### config.mk
export PLATFORM = sky130hd
export DESIGN_NAME = spi_tx_responder
export DESIGN_NICKNAME = d
export VERILOG_FILES = /design/src/rtl/spi_tx_responder_pkg.sv /design/src/rtl/spi_tx_fifo.sv /design/src/rtl/synchronizer.sv /design/src/rtl/spi_tx_responder.sv
export SDC_FILE = /design/constraint.sdc
export NUM_CORES = 1
export LEC_CHECK = 0
export CAP_MARGIN = 30
export CORE_MARGIN = 2
export CORE_UTILIZATION = 65
export CTS_BUF_LIST = sky130_fd_sc_hd__clkbuf_4 sky130_fd_sc_hd__clkbuf_8
export DETAILED_ROUTE_END_ITERATION = 10
export PLACE_DENSITY = 0.87
export REMOVE_ABC_BUFFERS = 1
export SETUP_SLACK_MARGIN = 0.3
export SKIP_CTS_REPAIR_TIMING = 1
export SLEW_MARGIN = 20
export SYNTH_ARGS = -nofsm -noshare
export SYNTH_HDL_FRONTEND = slang
export SYNTH_SLANG_ARGS = --single-unit
export TNS_END_PERCENT = 50
### constraint.sdc
create_clock -name clk -period 5.7 [get_ports clk]
set_input_delay 1.14 -clock clk [delete_from_list [all_inputs] [get_ports clk]]
set_output_delay 1.14 -clock clk [all_outputs]
set_load 0.01 [all_outputs]
### src/rtl/spi_tx_responder_pkg.sv
// Shared definitions for the SPI MISO transmit path.
//   WORD_W_DEF    : default bits per transmitted word
//   IDLE_WORD_DEF : default word sent when nothing is queued at word start
//   spiTxState_t  : transmit FSM state encoding
package spiPkg;

    localparam int          WORD_W_DEF    = 16;
    localparam logic [15:0] IDLE_WORD_DEF = 16'h0000;

    typedef enum logic {
        IDLE,
        SHIFT
    } spiTxState_t;

endpackage

### src/rtl/spi_tx_fifo.sv
// Synchronous FIFO holding words waiting to be shifted out on MISO.
//   clk, reset : system clock, synchronous active-low reset
//   push       : write pushData (ignored when full)
//   pushData   : word to enqueue
//   pop        : drop the head word (ignored when empty)
//   head       : current head word (peek, valid when !empty)
//   count      : occupancy, 0..DEPTH
//   full,empty : occupancy flags
module spi_tx_fifo
    import spiPkg::*;
#(
    parameter int WORD_W = WORD_W_DEF,
    parameter int DEPTH  = 4
) (
    input  logic                     clk,
    input  logic                     reset,
    input  logic                     push,
    input  logic [WORD_W-1:0]        pushData,
    input  logic                     pop,
    output logic [WORD_W-1:0]        head,
    output logic [$clog2(DEPTH):0]   count,
    output logic                     full,
    output logic                     empty
);

    localparam int AW = $clog2(DEPTH);
    localparam int CW = AW + 1;

    logic [WORD_W-1:0] mem [DEPTH];
    logic [AW-1:0]     wrPtr;
    logic [AW-1:0]     rdPtr;
    logic              doPush;
    logic              doPop;

    assign full   = (count == CW'(DEPTH));
    assign empty  = (count == '0);
    assign doPush = push && !full;
    assign doPop  = pop && !empty;
    assign head   = mem[rdPtr];

    // Storage carries data only, so it is left out of reset.
    always_ff @(posedge clk) begin
        if (doPush) begin
            mem[wrPtr] <= pushData;
        end
    end

    // Pointers wrap naturally because DEPTH is a power of two.
    always_ff @(posedge clk) begin
        if (!reset) begin
            wrPtr <= '0;
            rdPtr <= '0;
            count <= '0;
        end else begin
            if (doPush) wrPtr <= wrPtr + AW'(1);
            if (doPop)  rdPtr <= rdPtr + AW'(1);
            case ({doPush, doPop})
                2'b10:   count <= count + CW'(1);
                2'b01:   count <= count - CW'(1);
                default: count <= count;
            endcase
        end
    end

endmodule

### src/rtl/synchronizer.sv
// Two-flop synchronizer for asynchronous single-bit inputs, shared by the
// SPI receive and transmit paths.
//   clk   : destination clock
//   reset : synchronous active-low reset, loads RESET_VAL into both flops
//   d     : asynchronous input
//   q     : synchronized output, two clk of latency
module synchronizer #(
    parameter logic RESET_VAL = 1'b0
) (
    input  logic clk,
    input  logic reset,
    input  logic d,
    output logic q
);

    logic meta_p0;
    logic sync_p1;

    always_ff @(posedge clk) begin
        if (!reset) begin
            meta_p0 <= RESET_VAL;
            sync_p1 <= RESET_VAL;
        end else begin
            meta_p0 <= d;
            sync_p1 <= meta_p0;
        end
    end

    assign q = sync_p1;

endmodule

### src/rtl/spi_tx_responder.sv
// SPI mode-0 MISO transmitter: internal logic queues words through a
// valid/ready handshake; they are shifted out MSB-first while cs is low.
//   clk       : system clock, at least 8x sck
//   reset     : synchronous active-low reset
//   sck, cs   : raw asynchronous SPI clock and active-low chip select
//   txData    : word to enqueue, accepted when txValid && txReady
//   txValid   : txData valid
//   txReady   : FIFO not full
//   sdo       : serial data to the MCU
//   sdoEn     : pad output enable, high while synchronized cs is low
//   busy      : FSM in SHIFT
//   txDone    : pulse, a word had all bits sampled
//   underrun  : pulse, IDLE_WORD committed because the FIFO was empty
//   abort     : pulse, cs rose part way through a word
//   fifoCount : FIFO occupancy
module spi_tx_responder
    import spiPkg::*;
#(
    parameter int                WORD_W    = WORD_W_DEF,
    parameter int                DEPTH     = 4,
    parameter logic [WORD_W-1:0] IDLE_WORD = WORD_W'(IDLE_WORD_DEF)
) (
    input  logic                   clk,
    input  logic                   reset,
    input  logic                   sck,
    input  logic                   cs,
    input  logic [WORD_W-1:0]      txData,
    input  logic                   txValid,
    output logic                   txReady,
    output logic                   sdo,
    output logic                   sdoEn,
    output logic                   busy,
    output logic                   txDone,
    output logic                   underrun,
    output logic                   abort,
    output logic [$clog2(DEPTH):0] fifoCount
);

    localparam int BW = $clog2(WORD_W + 1);

    logic              sckS, csS;
    logic              sckPrev_p2, csPrev_p2;
    logic              sckRise_p3, sckFall_p3, csRise_p3, csFall_p3;

    spiTxState_t       state, state_n;
    logic [WORD_W-1:0] shreg, shreg_n;
    logic [BW-1:0]     bitCnt, bitCnt_n;
    logic              fromFifo, fromFifo_n;
    logic              sdo_n, txDone_n, underrun_n, abort_n;

    logic              pop;
    logic [WORD_W-1:0] head;
    logic              full, empty;
    logic [WORD_W-1:0] wordSrc;

    synchronizer #(.RESET_VAL(1'b0)) u_sck_sync (
        .clk(clk), .reset(reset), .d(sck), .q(sckS)
    );

    synchronizer #(.RESET_VAL(1'b1)) u_cs_sync (
        .clk(clk), .reset(reset), .d(cs), .q(csS)
    );

    spi_tx_fifo #(.WORD_W(WORD_W), .DEPTH(DEPTH)) u_fifo (
        .clk      (clk),
        .reset    (reset),
        .push     (txValid),
        .pushData (txData),
        .pop      (pop),
        .head     (head),
        .count    (fifoCount),
        .full     (full),
        .empty    (empty)
    );

    // Edge strobes are registered so each lands exactly one clk wide.
    always_ff @(posedge clk) begin
        if (!reset) begin
            sckPrev_p2 <= 1'b0;
            csPrev_p2  <= 1'b1;
            sckRise_p3 <= 1'b0;
            sckFall_p3 <= 1'b0;
            csRise_p3  <= 1'b0;
            csFall_p3  <= 1'b0;
        end else begin
            sckPrev_p2 <= sckS;
            csPrev_p2  <= csS;
            sckRise_p3 <= sckS & ~sckPrev_p2;
            sckFall_p3 <= ~sckS & sckPrev_p2;
            csRise_p3  <= csS & ~csPrev_p2;
            csFall_p3  <= ~csS & csPrev_p2;
        end
    end

    // Peek only; the pop happens when the first bit is actually sampled.
    assign wordSrc = empty ? IDLE_WORD : head;
    assign txReady = !full;
    assign sdoEn   = ~csS;
    assign busy    = (state == SHIFT);

    always_ff @(posedge clk) begin
        if (!reset) begin
            state    <= IDLE;
            bitCnt   <= '0;
            fromFifo <= 1'b0;
            sdo      <= 1'b0;
            txDone   <= 1'b0;
            underrun <= 1'b0;
            abort    <= 1'b0;
        end else begin
            state    <= state_n;
            bitCnt   <= bitCnt_n;
            fromFifo <= fromFifo_n;
            sdo      <= sdo_n;
            txDone   <= txDone_n;
            underrun <= underrun_n;
            abort    <= abort_n;
        end
    end

    always_ff @(posedge clk) begin
        shreg <= shreg_n;
    end

    always_comb begin
        state_n    = state;
        shreg_n    = shreg;
        bitCnt_n   = bitCnt;
        fromFifo_n = fromFifo;
        sdo_n      = sdo;
        txDone_n   = 1'b0;
        underrun_n = 1'b0;
        abort_n    = 1'b0;
        pop        = 1'b0;
        case (state)
            IDLE: begin
                sdo_n = 1'b0;
                if (csFall_p3) begin
                    state_n    = SHIFT;
                    shreg_n    = wordSrc;
                    fromFifo_n = !empty;
                    bitCnt_n   = '0;
                    sdo_n      = wordSrc[WORD_W-1];
                end
            end
            SHIFT: begin
                // cs strobes win over a coincident sck strobe.
                if (csRise_p3) begin
                    state_n  = IDLE;
                    sdo_n    = 1'b0;
                    bitCnt_n = '0;
                    abort_n  = (bitCnt != '0) && (bitCnt != BW'(WORD_W));
                end else if (sckRise_p3) begin
                    if (bitCnt != BW'(WORD_W)) begin
                        if (bitCnt == '0) begin
                            pop        = fromFifo;
                            underrun_n = !fromFifo;
                        end
                        bitCnt_n = bitCnt + BW'(1);
                        txDone_n = (bitCnt_n == BW'(WORD_W));
                    end
                end else if (sckFall_p3) begin
                    if (bitCnt == BW'(WORD_W)) begin
                        shreg_n    = wordSrc;
                        fromFifo_n = !empty;
                        bitCnt_n   = '0;
                        sdo_n      = wordSrc[WORD_W-1];
                    end else if (bitCnt != '0) begin
                        shreg_n = shreg << 1;
                        sdo_n   = shreg[WORD_W-2];
                    end
                end
            end
            default: state_n = IDLE;
        endcase
    end

endmodule

==> impl_metrics.py <==
metrics = {
    "die": {
        "io_pins": 31,
        "die_w_um": 85.54,
        "start_util": 0.6767,
        "fp.dieH_um": 85.54,
        "dieArea_um2": 7317,
        "core_area_um2": 6386,
        "row_count": 29,
    },
    "finish": {
        "final_cell_mix": "edfxtp_1 (79), dfxtp_1 (30), clkdlybuf4s50_1 (30), mux4_2 (16), a22o_1 (14)",
        "drive_gt1_frac": 0.1419,
        "fin_util": 0.7647,
        "multi_input_comb_area_um2": 1205,
        "final_nets": 327,
        "final_common_cell": "edfxtp_1",
        "seq_area_um2": 2973,
        "diodes": 0,
        "nFillCells": 370,
        "syn_to_final_growth_pct": 13.00,
    },
    "clock_network": {
        "cts.sinks": 109,
        "path_clk_slew_ns": 0.10,
        "clkLatencyLatePin_ns": 0.36,
        "cts_buffers": 9,
        "cts_tree": "done",
        "cts-root-buf": "clkbuf_8",
        "clockBufferDepth": 2,
        "htree_levels": 3,
    },
    "detailed_routing": {
        "wirelength_um": 7528,
        "routed_via_density": 6.213,
        "drt_iter0_markers": 213,
        "routedWlPerCell_um": 19.81,
        "ant_nets": 0,
        "drc": 0,
        "vias": 2361,
        "dr.pass1.iters": 8,
    },
    "global_routing": {
        "grt_pass1_vias": 2345,
        "grt_max_degree": 20,
        "grt_usage": 0.2178,
        "grt-ovfl-total": 0,
        "grt_pass1_wl_um": 11830,
        "antenna_found_initial": 0,
    },
    "yosys": {
        "yosysSeqAreaShare": 0.6879,
        "synth.avg_cell_area_um2": 16.07,
        "yosys_register_bits": 109,
        "ys_async_sr_fraction": 0,
        "synthCells": 269,
        "synth.cell_area_um2": 4322,
        "synth.distinct_cells": 49,
        "yosysWarnings": 0,
        "synth_ff_type": "edfxtp_1",
        "synth-edff-count": 79,
    },
    "placed_design": {
        "place_congestion": 0.8261,
        "port-buffer-count": 30,
        "place_ws_ns": 2.544,
        "dp_hpwl_um": 4617,
    },
    "sta": {
        "rsz0062_at_grt": "no",
        "max_slew_margin": 0.3625,
        "worst_pin_slew_ns": 0.9506,
        "fmax_mhz": 324.7,
        "setup_tns_ns": 0,
        "slew_violations": 0,
        "final-hold-violation-count": 0,
        "layout_min_cycle_time_ns": 3.080,
        "setup_viol": 0,
        "finClkSkew_ns": 0.007730,
        "finalWorstSetupSlack_ns": 2.620,
        "finalCritPeriodShare": 0.5403,
    },
    "setup_path": {
        "cp.arrival_ns": 3.38,
        "critPathLaunchType": "flip-flop",
        "cp.required_ns": 6.00,
        "cp_num_buf_inv": 2,
        "cp_slowest_cell": "nor4b_1",
        "cp_max_fo": 5,
        "path_delay_family": "simple AND/OR/NAND/NOR gates",
        "crit_type": "flip-flop to flip-flop",
        "critPathMaxStageDelay_ns": 0.62,
        "crit_chain": "inv_1 > ha_1 > nor4b_1 > and4_1 > ha_1 > inv_1 > fa_1 > xor2_1 > or3_1 > a21oi_1",
        "cp-end-kind": "flip-flop",
        "r2r_slack_ns": 2.62,
    },
    "outcome": {
        "outcome": "finished, final reports clean",
    },
    "pwr": {
        "ir_drop_mv": 0.2430,
        "leakagePower_uw": 0.001621,
        "p_per_area_nw_per_um2": 309.3,
        "power_uw": 1511,
    },
    "hold_path": {
        "hp-class": "flip-flop to flip-flop",
    },
    "job": {
        "cap_violations": 0,
    },
}
-- worst register-to-register path, delay by kind of cell (launching register included) --
| family | cells | cell delay [ns] |
|---|---|---|
| DFF | 1 | 0.36 |
| buffers and inverters | 2 | 0.13 |
| and+or+nand+nor | 3 | 1.36 |
| AOI/OAI and AO/OA | 1 | 0.13 |
| xor gates and xnor gates | 1 | 0.16 |
| adders and majority gates | 3 | 0.88 |
-- layout make-up --
cell class / instances / share of cell area
clock buffer: 9 / 0.02537
clock inverter: 7 / 0.02229
inverter: 13 / 0.009992
multi-input combinational: 134 / 0.2467
sequential: 109 / 0.6088
tap: 77 / 0.01973
timing repair buffer: 31 / 0.06713
-- report_power, final --
part / switching [uW] / internal, uW / leakage, uW
clock network: 263 / 255 / 0.000115
logic: 51.6 / 46.0 / 0.000537
registers: 11.5 / 883 / 0.000970
total: 326 / 1180 / 0.00162
-- per-layer routing --
metal | routed length (um) | global-route usage | up-vias
met5 | 0 | 0 | -
met4 | 101 | 0.05916 | 0
met3 | 384 | 0.06160 | 13
met2 | 3863 | 0.3651 | 83
met1 | 3179 | 0.2841 | 1172
li1 | - | - | 1093
-- logic make-up after synthesis --
logic type                 Yosys count  synth area share
AOI/OAI and AO/OA                   39           0.06601
xor gates and xnor gates             4          0.008108
adders and majority gates            8           0.02490
buffers and inverters               26           0.03416
DFF                                109            0.6879
muxes                               17           0.08570
and+or+nand+nor                     66           0.09323
-- path summary, 6_finish.rpt --
kind	startpoint	endpoint	depth (start not counted)
worst max-delay path	bitCnt[0]	u_fifo.count[2]	10
worst min-delay path	u_cs_sync.meta_p0	u_cs_sync.q	1
worst max register to register	bitCnt[0]	u_fifo.count[2]	10
worst min register to register	u_cs_sync.meta_p0	u_cs_sync.q	1
-- through the flow --
step | hold slack [ns] | cell area (um^2) | std cells
floorplan | 0.3835 | 4223 | 256
CTS | 0.4229 | 4883 | 380
finish | 0.4183 | 4883 | 380
global route | 0.4253 | 4883 | 380
detailed placement | 0.3981 | 4651 | 364
global placement | 0.3877 | 4623 | 363
-- flip-flops by register name (all words and copies together), names as in the netlist, 2 cells and up, named ones only --
register      cells
u_fifo.rdPtr      2
u_fifo.count      3
u_fifo.wrPtr      2
bitCnt            5
shreg            15
u_fifo.mem       64
-- synth_stat cells (all sizes together), types with 3 or more instances --
cell / instances / share of area
buf: 11 / 0.021
nor3: 6 / 0.0069
a22o: 14 / 0.028
nand2: 13 / 0.011
nor2b: 3 / 0.0043
inv: 13 / 0.011
ha: 7 / 0.020
and3: 6 / 0.0090
o21ai: 5 / 0.0058
nand3: 6 / 0.0069
a21oi: 8 / 0.010
and2: 5 / 0.0072
nand2b: 4 / 0.0058
a31oi: 3 / 0.0043
nor2: 9 / 0.0096
dfxtp: 30 / 0.14
edfxtp: 79 / 0.55
mux4: 16 / 0.083
No activity file was read; power rests on OpenSTA's default activity.
